## config.mk

```make
export PLATFORM = sky130hd
export DESIGN_NAME = perf_cnt_mmio
export DESIGN_NICKNAME = d
export VERILOG_FILES = /design/src/rtl/perf_cnt_pkg.sv /design/src/rtl/perf_counter.sv /design/src/rtl/perf_cnt_mmio.sv
export SDC_FILE = /design/constraint.sdc
export NUM_CORES = 1
export LEC_CHECK = 0
export ABC_AREA = 1
export CAP_MARGIN = 20
export CORE_ASPECT_RATIO = 0.8
export CORE_UTILIZATION = 45
export CTS_BUF_LIST = sky130_fd_sc_hd__clkbuf_4 sky130_fd_sc_hd__clkbuf_8
export DETAILED_ROUTE_END_ITERATION = 8
export PLACE_DENSITY_LB_ADDON = 0.08
export SLEW_MARGIN = 20
export SYNTH_ARGS = -nofsm -noshare
export SYNTH_HDL_FRONTEND = slang
export SYNTH_HIERARCHICAL = 1
export SYNTH_SLANG_ARGS = --single-unit
```

## constraint.sdc

```tcl
create_clock -name clk -period 14.17 [get_ports clk]
set_clock_uncertainty 0.2 [all_clocks]
set_input_delay 4.251 -clock clk [delete_from_list [all_inputs] [get_ports clk]]
set_output_delay 4.251 -clock clk [all_outputs]
set_load 0.05 [all_outputs]
```

## src/rtl/perf_cnt_pkg.sv

```systemverilog
`default_nettype none
// ============================================================================
//  Module      : perf_cnt_pkg
//  Description : Register map, CTRL bit indices and counter indices shared by
//                the perf_cnt_mmio peripheral and its counter slices.
//  Revision    : 1.0 - initial release
// ============================================================================
package perf_cnt_pkg;

    localparam int c_CNT_W   = 32;
    localparam int c_NUM_CNT = 3;

    localparam logic [2:0] c_OFF_CTRL     = 3'd0;
    localparam logic [2:0] c_OFF_STATUS   = 3'd1;
    localparam logic [2:0] c_OFF_BR_LO    = 3'd2;
    localparam logic [2:0] c_OFF_BR_HI    = 3'd3;
    localparam logic [2:0] c_OFF_HIT_LO   = 3'd4;
    localparam logic [2:0] c_OFF_HIT_HI   = 3'd5;
    localparam logic [2:0] c_OFF_MISPR_LO = 3'd6;
    localparam logic [2:0] c_OFF_MISPR_HI = 3'd7;

    localparam int c_BIT_RUN  = 0;
    localparam int c_BIT_CLR  = 1;
    localparam int c_BIT_SNAP = 2;

    typedef enum logic [1:0] {
        CNT_BR    = 2'd0,
        CNT_HIT   = 2'd1,
        CNT_MISPR = 2'd2
    } cnt_idx_e;

endpackage
`default_nettype wire

```

## src/rtl/perf_counter.sv

```systemverilog
`default_nettype none
// ============================================================================
//  Module      : perf_counter
//  Description : One event counter with clear and run gating. Wraps on
//                overflow by default; saturates when PERF_CNT_SAT_EN is defined.
//  Revision    : 1.0 - initial release
// ============================================================================
module perf_counter
    import perf_cnt_pkg::*;
#(
    parameter int CNT_W = c_CNT_W
) (
    input  logic             clk,
    input  logic             rst_n,
    input  logic             inc,
    input  logic             clr,
    input  logic             run,
    output logic [CNT_W-1:0] cnt,
    output logic             ovf_pulse
);

    logic [CNT_W-1:0] r_cnt;
    logic [CNT_W-1:0] w_cnt_nxt;
    logic             w_bump;
    logic             w_at_max;

    // A clear in the same cycle swallows the increment, so no overflow either.
    assign w_bump    = run & inc & ~clr;
    assign w_at_max  = &r_cnt;
    assign ovf_pulse = w_bump & w_at_max;
    assign cnt       = r_cnt;

    always_comb begin
        w_cnt_nxt = r_cnt;
        if (clr) begin
            w_cnt_nxt = '0;
        end else if (w_bump) begin
`ifdef PERF_CNT_SAT_EN
            if (!w_at_max) begin
                w_cnt_nxt = r_cnt + {{(CNT_W-1){1'b0}}, 1'b1};
            end
`else
            w_cnt_nxt = r_cnt + {{(CNT_W-1){1'b0}}, 1'b1};
`endif
        end
    end

    always_ff @(posedge clk) begin
        if (!rst_n) begin
            r_cnt <= '0;
        end else begin
            r_cnt <= w_cnt_nxt;
        end
    end

endmodule
`default_nettype wire

```

## src/rtl/perf_cnt_mmio.sv

```systemverilog
`default_nettype none
// ============================================================================
//  Module      : perf_cnt_mmio
//  Description : Memory-mapped branch-predictor performance counters with
//                run/clear/snapshot control and sticky overflow status.
//                Define PERF_CNT_SAT_EN for saturating counters.
//  Revision    : 1.0 - initial release
// ============================================================================
module perf_cnt_mmio
    import perf_cnt_pkg::*;
#(
    parameter logic [15:0] BASE_ADDR = 16'hC010,
    parameter int          CNT_W     = c_CNT_W
) (
    input  logic        clk,
    input  logic        rst_n,
    input  logic [15:0] addr,
    input  logic [15:0] wdata,
    input  logic        mm_we,
    input  logic        mm_re,
    output logic [15:0] rdata,
    input  logic        inc_br_cnt,
    input  logic        inc_hit_cnt,
    input  logic        inc_mispr_cnt
);

    logic [15:0]      w_off;
    logic             w_sel;
    logic             w_wr;
    logic             w_rd;
    logic             w_ctrl_wr;
    logic             w_sts_wr;
    logic             w_clr;
    logic             w_snap;
    logic [2:0]       w_inc;
    logic [2:0]       w_ovf;
    logic [2:0]       w_sts_clr;
    logic [15:0]      w_rd_mux;
    logic             w_unused;
    logic [CNT_W-1:0] w_cnt [c_NUM_CNT];

    logic             r_run;
    logic [2:0]       r_status;
    logic [15:0]      r_rdata;
    logic [CNT_W-1:0] r_shadow [c_NUM_CNT];

    // Unsigned offset makes addresses below BASE_ADDR wrap far out of window.
    assign w_off     = addr - BASE_ADDR;
    assign w_sel     = (w_off[15:3] == 13'd0);
    assign w_wr      = mm_we & w_sel;
    assign w_rd      = mm_re & w_sel;
    assign w_ctrl_wr = w_wr & (w_off[2:0] == c_OFF_CTRL);
    assign w_sts_wr  = w_wr & (w_off[2:0] == c_OFF_STATUS);
    assign w_clr     = w_ctrl_wr & wdata[c_BIT_CLR];
    assign w_snap    = w_ctrl_wr & wdata[c_BIT_SNAP];
    assign w_sts_clr = w_sts_wr ? wdata[2:0] : 3'b000;
    assign w_inc     = {inc_mispr_cnt, inc_hit_cnt, inc_br_cnt};
    assign w_unused  = ^wdata[15:3];
    assign rdata     = r_rdata;

    perf_counter #(.CNT_W(CNT_W)) u_cnt_br (
        .clk       (clk),
        .rst_n     (rst_n),
        .inc       (w_inc[CNT_BR]),
        .clr       (w_clr),
        .run       (r_run),
        .cnt       (w_cnt[CNT_BR]),
        .ovf_pulse (w_ovf[CNT_BR])
    );

    perf_counter #(.CNT_W(CNT_W)) u_cnt_hit (
        .clk       (clk),
        .rst_n     (rst_n),
        .inc       (w_inc[CNT_HIT]),
        .clr       (w_clr),
        .run       (r_run),
        .cnt       (w_cnt[CNT_HIT]),
        .ovf_pulse (w_ovf[CNT_HIT])
    );

    perf_counter #(.CNT_W(CNT_W)) u_cnt_mispr (
        .clk       (clk),
        .rst_n     (rst_n),
        .inc       (w_inc[CNT_MISPR]),
        .clr       (w_clr),
        .run       (r_run),
        .cnt       (w_cnt[CNT_MISPR]),
        .ovf_pulse (w_ovf[CNT_MISPR])
    );

    always_comb begin
        w_rd_mux = 16'h0000;
        case (w_off[2:0])
            c_OFF_CTRL:     w_rd_mux = {15'd0, r_run};
            c_OFF_STATUS:   w_rd_mux = {13'd0, r_status};
            c_OFF_BR_LO:    w_rd_mux = r_shadow[CNT_BR][15:0];
            c_OFF_BR_HI:    w_rd_mux = r_shadow[CNT_BR][31:16];
            c_OFF_HIT_LO:   w_rd_mux = r_shadow[CNT_HIT][15:0];
            c_OFF_HIT_HI:   w_rd_mux = r_shadow[CNT_HIT][31:16];
            c_OFF_MISPR_LO: w_rd_mux = r_shadow[CNT_MISPR][15:0];
            c_OFF_MISPR_HI: w_rd_mux = r_shadow[CNT_MISPR][31:16];
            default:        w_rd_mux = 16'h0000;
        endcase
    end

    always_ff @(posedge clk) begin
        if (!rst_n) begin
            r_run    <= 1'b1;
            r_status <= 3'b000;
            r_rdata  <= 16'h0000;
            for (int i = 0; i < c_NUM_CNT; i++) begin
                r_shadow[i] <= '0;
            end
        end else begin
            if (w_ctrl_wr) begin
                r_run <= wdata[c_BIT_RUN];
            end
            // New overflow is OR-ed after the clear so a same-cycle set wins.
            r_status <= (r_status & ~w_sts_clr) | w_ovf;
            if (w_snap) begin
                for (int i = 0; i < c_NUM_CNT; i++) begin
                    r_shadow[i] <= w_cnt[i];
                end
            end
            r_rdata <= w_rd ? w_rd_mux : 16'h0000;
        end
    end

endmodule
`default_nettype wire

```

==> results by stage, run 1 <==
Yosys:
- The most used flip-flop cell after synthesis is sky130_fd_sc_hd__dfxtp_1.
- The yosys synthesis warning count is 6.
- The synthesized instance count is 1440.
- The most numerous cell in the Yosys netlist is sky130_fd_sc_hd__nand2_1.
- By area the synthesized netlist is led by sky130_fd_sc_hd__edfxtp_1, sky130_fd_sc_hd__dfxtp_1, sky130_fd_sc_hd__nand2_1.
- After synthesis, the mean cell area works out to 7.65 um^2.
- The fraction of registers with async set/reset is 0.
- The largest area contributor in the synthesized netlist is sky130_fd_sc_hd__edfxtp_1.
- The synthesized netlist contains 32 unique library cells.
- The number of enable-type register cells in the synthesized netlist is 96.
- The total standard cell area after synthesis is 11000 um^2.
- Sorting the synthesized cells by how often they occur yields sky130_fd_sc_hd__nand2_1, sky130_fd_sc_hd__nor2_1, sky130_fd_sc_hd__inv_1.
- After synthesis the netlist holds a flip-flop and latch count of 212.
- The number of nets handed over by synthesis was 1483.
- Of the synthesized area, sequential elements account for 0.472.
- The share of synthesized area in the top cell type comes to 0.262.

Setup path:
- On the critical path, the stage with the largest delay is an instance of sky130_fd_sc_hd__inv_1.
- For this run, the slowest stage of the critical path takes 0.49 ns.
- The most repeated library cell on the critical path is sky130_fd_sc_hd__nand2_1.
- The critical path required time is 14.39 ns.
- The worst setup path is launched from an input pin.
- The signal on the critical path passes through clkdlybuf4s50_1, inv_1, ha_1, nand2_1, nor2_1, nand2_1, nor2_4, nand2_1, nor2_4, inv_1, nor2_1, buf_4, inv_2, nand2_1, inv_1, o21ai_0, a21oi_1.
- Of all nets on the critical path, the largest fanout is 24.
- At the worst endpoint, the arrival time is 7.34 ns.
- The critical path class is in -> reg.
- STA classifies the critical path endpoint as a flip-flop.

Placement:
- Summing all placed instances gives a cell area of approximately 12000 um^2.
- The count of buffers inserted at the top-level ports is 41.
- The detailed placer's ending HPWL is 21.4 mm.
- The final RePlAce weighted congestion is 0.896.

Clocking:
- Clock-pin slew was measured on the worst setup and hold paths at around 0.060 ns.
- Gates resized during post-CTS repair numbered 0.
- The source-to-sink clock delay at the later pin of the worst-skew pair is 0.54 ns.
- The clock net sink count is 212.
- The number of setup buffers added after CTS is 0.
- The level count of the clock H-tree is 2.
- Buffers inserted to repair hold after CTS numbered 0.
- TritonCTS built the clock tree.
- The clock passes through at most 3 buffers.
- The cell sitting at the root of the clock tree is a sky130_fd_sc_hd__clkbuf_8.
- The total clock buffers created by CTS is 37.

Routing:
- The first routing iteration left roughly 740 violations.
- The total number of vias is 9206.
- The detail route stage leaves a number of antenna-violating nets equal to 0.
- The per-cell routed wire length is approximately 16 um.
- For this run, the detailed router's first-pass iteration total came to 5.
- Using the TritonRoute via totals, the vias-per-cell ratio works out to 5.01.
- The post-detailed-route DRC marker count is 0.
- For this block, the routed nets add up to 29.3 mm of wire.

Die:
- The row count is 50.
- The die height is ~140 um.
- The total die area is 25100 um^2.
- The initial standard-cell utilization of the core is 0.465.
- The floorplan step set the die width to 177 um.
- The placeable core area is about 24000 um^2.
- 55 I/O pins were placed.

STA:
- The total setup violations reported at the end of the flow is 0.
- Setup repair after global routing left no endpoint under its margin.
- Measured against its own limit, the worst slew margin works out to 0.406.
- The count of final hold-check violations is 0.
- The ratio of final minimum period to clock period is 0.502.
- The accumulated negative setup slack is 0 ns.
- Static timing analysis puts the maximum clock frequency at 141 MHz.
- The number of max-slew violations in the final report is 0.
- The smallest clock period supported by the final layout is computed as 7.12 ns.
- The slew at the pin closest to its max-slew limit is between 0.8 and 0.9 ns.

Power and ir drop:
- The cell leakage power is 4.15 nW.
- The combinational power share is 0.040.
- The internal portion of the total power is just under 1 mW.
- The worst ir drop on vdd is 0.0541 mV.
- The net switching power is between 0.2 and 0.3 mW.
- The power density over the cells is slightly above 100 nW/um^2.
- The share of total power consumed by net switching is 0.237.
- The portion of total power attributed to sequential cells is 0.517.
- After layout, the design draws a total of about 1.3 mW.
- Of the total power, the clock network draws 0.443.

Layout:
- Compared with the post-synthesis result, the final layout area differs by 12.4%.
- After the last flow step, the layout net total stands at roughly 1500.
- The repair_antennas step left the layout with diodes totalling 0.
- The post-route standard cell area excluding fillers is between 10000 and 15000 um^2.
- In the final layout, the share of cells above drive strength 1 is 0.130.

Flow run:
- The max-capacitance violation count is 0.

Global routing:
- The total grt overflow is 0.
- For this run, the total global-route usage over all layers was measured as 0.244.
- The number of antenna violations at the first check in global routing came to 0.
- The met2 usage in global routing is 0.341.
- The first global-routing pass estimated 46.9 mm of wire.
- The met3 capacity usage during global routing is 0.0425.
- met1 is the most crowded layer.
- The maximum number of pins on one net before global-route repair is 69.
- The global routing met1 resource utilization is 0.381.
- The via count of the first global-routing pass came to 8670.

Min path:
- The min-delay analysis places its worst path in the category reg -> reg.

Status:
- The flow ran to the end, and the final reports show no timing, DRC or antenna violations.
stage by stage:
stage | cells | hold slack (ns) | util | worst slack, ns
3_5_place_dp | 1770 | 0.255 | 0.491 | 6.56
5_1_grt | 1838 | 0.276 | 0.522 | 6.87
4_1_cts | 1838 | 0.263 | 0.522 | 7.11
2_1_floorplan | 1440 | 0.238 | - | 6.35
3_3_place_gp | 1770 | 0.255 | 0.491 | 6.60
6_report | 1838 | 0.265 | 0.522 | 7.05
cells in the final DEF (no fill, tap or decap), types with 2 or more instances in the layout:
cell type                         synthesis  routed
sky130_fd_sc_hd__nand3_2                 10       9
sky130_fd_sc_hd__nand4_1                 42      42
sky130_fd_sc_hd__inv_2                   12      12
sky130_fd_sc_hd__nand3_1                 76      76
sky130_fd_sc_hd__o21ai_0                 16      16
sky130_fd_sc_hd__clkinv_1                 0       9
sky130_fd_sc_hd__edfxtp_1                96      96
sky130_fd_sc_hd__nor2_4                  30      30
sky130_fd_sc_hd__buf_4                    6       3
sky130_fd_sc_hd__clkbuf_4                 0       6
sky130_fd_sc_hd__nand2_1                319     318
sky130_fd_sc_hd__o21ai_1                  3       3
sky130_fd_sc_hd__ha_1                     4       4
sky130_fd_sc_hd__nor2_2                  54      54
sky130_fd_sc_hd__clkdlybuf4s50_1          0      41
sky130_fd_sc_hd__nand2_2                 22      22
sky130_fd_sc_hd__clkinv_2                 0       7
sky130_fd_sc_hd__a22o_1                  13      13
sky130_fd_sc_hd__xor2_1                  15      15
sky130_fd_sc_hd__nor3_4                   5       5
sky130_fd_sc_hd__nor2_1                 301     301
sky130_fd_sc_hd__inv_1                  196     196
sky130_fd_sc_hd__dfxtp_1                116     116
sky130_fd_sc_hd__nand3b_1                 9       9
sky130_fd_sc_hd__clkbuf_8                 0      44
sky130_fd_sc_hd__clkinvlp_4               0       2
sky130_fd_sc_hd__and2_1                   9       9
sky130_fd_sc_hd__nor3_1                  14      14
sky130_fd_sc_hd__a21oi_1                 45      45
sky130_fd_sc_hd__o21bai_1                 3       3
state kept, by name (all words and copies together), names as in the netlist:
signal / flops
u_cnt_br/cnt: 32
rdata: 16
r_run: 1
u_cnt_hit/cnt: 32
u_cnt_mispr/cnt: 32
r_shadow: 96
r_status: 3
critical path: cells and delay by family:
family / cells / cell delay, ns
buf+inv: 6 / 1.42
fa+ha+maj: 1 / 0.26
simple gates: 8 / 1.11
compound gates: 2 / 0.28
final cells by class:
class / count / area [um^2]
clock inverters: 18 / 83.8
clock buffers: 50 / 651
fillers: 2354 / 11300
flip-flops and latches: 212 / 5200
inverters: 209 / 787
repair buffers: 44 / 433
multi-input cells: 993 / 4840
well taps: 312 / 390
layer usage:
| layer | vias to the layer above | part of all wire |
|---|---|---|
| met5 | - | 0 |
| li1 | 4670 | - |
| met4 | 0 | 0.017 |
| met1 | 4208 | 0.52 |
| met2 | 285 | 0.39 |
| met3 | 43 | 0.071 |
final timing paths:
| kind | startpoint | endpoint | slack [ns] | cells past startpoint |
|---|---|---|---|---|
| min | r_status[1] | r_status[1] | 0.27 | 2 |
| max | addr[4] | u_cnt_mispr/cnt[3] | 7.05 | 17 |
| max reg2reg | r_run | r_status[0] | 11.50 | 8 |
| min reg2reg | r_status[1] | r_status[1] | 0.27 | 2 |
power groups by stage:
stage	Sequential [mW]	Combinational, mW	Clock [mW]
after floorplan	0.665	0.0309	0
after global placement	0.665	0.0501	0
after detailed placement	0.665	0.0505	0
after CTS	0.652	0.0507	0.572
after global routing	0.653	0.0559	0.601
final	0.652	0.0501	0.559
logic make-up after synthesis:
| family | after synthesis | share of synthesized area |
|---|---|---|
| AND/OR/NAND/NOR | 893 | 0.379 |
| buffers and inverters | 235 | 0.0898 |
| AO/OA/AOI/OAI | 80 | 0.0415 |
| adder cells (fa/ha/maj) | 4 | 0.00454 |
| flip-flops | 212 | 0.472 |
| XOR/XNOR | 16 | 0.0127 |
Note: power is estimated with default switching activity, not from simulation.
==> inputs of run 2 (changes only) <==
Clock period 14.17 ns to 6.4 ns, I/O delays scaled along.
==> results by stage, run 2 (same netlist as run 1, synthesis figures left out) <==
Status:
- The flow ran to the end, and the final reports show no timing, DRC or antenna violations.

Routing:
- The first TritonRoute pass finished after 5 iterations.
- The final antenna-violating net count is 0.
- After detailed routing, the number of remaining DRC violations is 0.
- The number of DRC markers in iteration 0 is approximately 730.
- The final layout contains routed wiring with a total length of 29.2 mm.
- The routed layout has slightly above 9000 vias.
- Dividing the detail-routed via count by the number of cells gives around 5.0.
- The per-cell routed wire length is 15.8 um.

STA:
- The headroom to the max-slew limit is 0.441.
- The accumulated negative setup slack is 0 ns.
- The count of final hold-check violations was 0.
- The smallest clock period supported by the final layout is computed as 4.70 ns.
- The slew at the pin closest to its max-slew limit is between 0.8 and 0.9 ns.
- The total setup violations reported at the end of the flow is 0.
- The number of max-slew violations in the final report was 0.
- The final critical-path setup slack is 1.70 ns.
- Setup repair after global routing left no endpoint under its margin.
- Dividing the final minimum period by the clock period gives 0.734.
- For this run, the top clock speed supported by timing is approximately 210 MHz.

Global routing:
- met1 is the most crowded layer.
- The via count of the first global-routing pass is 8360.
- Summed over all layers, the global routing overflow is 0.
- The global routing met1 resource utilization is 0.372.
- The number of antenna violations at the first check in global routing is 0.
- The met3 capacity usage during global routing is 0.0505.
- The global-route wire length before repair is 46.0 mm.
- The maximum number of pins on one net before global-route repair is 50.
- The met2 usage in global routing is 0.326.
- For this run, the total global-route usage over all layers was measured as 0.238.

Setup path:
- The endpoint of the lowest-slack register-to-register path is r_status[1].
- The critical path goes through clkdlybuf4s50_1, inv_1, ha_1, nand2_1, nor2_1, nand2_1, nor2_4, nand2_1, nor2_4, inv_1, nor2_1, buf_4, inv_2, nand2_1, inv_1, o21ai_0, a21oi_1.
- For the worst setup path, the data arrival time is 4.91 ns.
- The top fanout value on the critical path is 24.
- The path depth of the worst reg2reg path is 8.
- For this run, the slowest stage of the critical path takes 0.48 ns.
- The setup slack of the most critical reg-to-reg path is 3.85 ns.
- The critical path class is in -> reg.
- The largest individual stage delay along the critical path comes from the cell sky130_fd_sc_hd__inv_1.
- The worst register-to-register path begins at r_run.
- By instance count, the cell type seen most on the critical path is sky130_fd_sc_hd__nand2_1.
- STA classifies the critical path endpoint as a flip-flop.
- The critical path launch point type is an input pin.
- STA puts the critical path data required time at 6.61 ns.

Power and ir drop:
- The analysis attributes to net switching a power of 0.644 mW.
- The worst ir drop on vdd is 0.136 mV.
- The cell leakage power is 4.20 nW.
- The share of total power dissipated in combinational logic is 0.040.
- The power density over the cells is 228 nW/um^2.
- Of the total power, registers draw 0.509.
- The internal portion of total power is 2.19 mW.
- The relative contribution of the clock network to total power is 0.451.
- Of the total power, the share spent switching nets is 0.227.

Clocking:
- The worst-case clock buffer depth is 3.
- CTS saw roughly 210 sinks.
- The CTS tree is done.
- Clock latency on the worst-skew pair, taken at its later pin, is 0.53 ns.
- The clock-pin transition on the worst setup and hold timing paths is 0.06 ns.
- The level count of the clock H-tree is 2.
- The total clock buffers created by CTS is 37.
- The tree is rooted in a sky130_fd_sc_hd__clkbuf_8.
- In this run, post-CTS repair resized a total of 0 instances.
- The number of setup buffers added after CTS is 0.
- In this run, post-CTS hold repair placed 0 buffers.

Min path:
- The worst hold path begins at r_status[1].
- The end of the worst hold path is r_status[1].
- The kind of path behind the tightest hold check is reg -> reg.
- The worst hold path depth is 2.

Layout:
- Leaving out fill and tap cells, the most frequent cell in the layout is sky130_fd_sc_hd__nand2_1.
- The flip-flop count of the largest register after layout is between 90 and 100.
- In the layout the commonest cells are sky130_fd_sc_hd__nand2_1, sky130_fd_sc_hd__nor2_1, sky130_fd_sc_hd__inv_1, sky130_fd_sc_hd__dfxtp_1, sky130_fd_sc_hd__edfxtp_1.
- The register with the most flip-flops is r_shadow.
- The area growth from synthesis to layout is 13.0%.
- The final layout net count is 1543.
- The number of antenna diodes in the final layout is 0.
- Of the cells placed in the final design, the portion with a size suffix greater than 1 is 0.136.

Placement:
- Prior to clock tree synthesis, the placed netlist has a worst setup slack of 1.22 ns.
- The final RePlAce weighted congestion is 0.883.
- Input and output buffers added on the ports amount to between 40 and 50.
- Once detailed placement completed, the half-perimeter wirelength came to 21.4 mm.

Die:
- The number of top-level design ports is 55.
- The width of the die is roughly 180 um.
- The core region is 23700 um^2.
- For this configuration, the core starts out at a cell density of 0.465.
- After floorplanning, the core was divided into 50 placement rows.
- The floorplan step defined a die boundary enclosing 25100 um^2.
- The die height is 142 um.

Flow run:
- The tool flagged a number of max-cap violations equal to 0.
run 2: worst max-delay path by stage:
stage                 start                  to  slack [ns]  cells after the start
global route        addr[4]    u_cnt_br/cnt[28]        1.44                     17
CTS                 addr[4]         r_status[1]        1.77                     19
global placement    addr[4]  u_cnt_mispr/cnt[1]        1.21                     17
detailed placement  addr[4]  u_cnt_mispr/cnt[9]        1.22                     17
floorplan           addr[4]      r_shadow[0][0]        0.91                     10
finish              addr[4]  u_cnt_mispr/cnt[9]        1.70                     17
run 2: worst max-delay path: cells and delay by family:
kind | cells | cell delay (ns)
adder cells (fa/ha/maj) | 1 | 0.27
AO/OA/AOI/OAI | 2 | 0.28
AND/OR/NAND/NOR | 8 | 1.04
buffers and inverters | 6 | 1.38
run 2: per-stage QoR:
step            util  cells  area (um^2)  power, mW  hold slack, ns
5_1_grt        0.525   1841        12500       2.95           0.288
4_1_cts        0.525   1841        12500       2.88           0.275
2_1_floorplan      -   1440        11000       1.54           0.238
6_report       0.525   1841        12500       2.84           0.276
3_3_place_gp   0.493   1773        11700       1.59           0.260
3_5_place_dp   0.493   1773        11700       1.59           0.267
run 2: layout make-up:
type | instances | area (um^2)
inverter | 209 | 787
timing repair buffer | 47 | 468
tap | 312 | 390
fill | 2318 | 11300
clock inverter | 6 | 30.0
sequential | 212 | 5200
multi-input combinational | 993 | 4840
clock buffer | 62 | 734
run 2: power groups by stage:
stage          Sequential, mW  Clock [mW]  Combinational (mW)
4_1_cts                  1.44        1.32               0.113
3_5_place_dp             1.47           0               0.113
5_1_grt                  1.45        1.38               0.124
2_1_floorplan            1.47           0              0.0684
6_report                 1.44        1.28               0.112
3_3_place_gp             1.47           0               0.112
run 2: routing by layer:
layer,up-vias,wire length (um)
li1,4693,-
met1,4133,15100
met2,321,11200
met3,40,2400
met4,0,522
met5,-,0
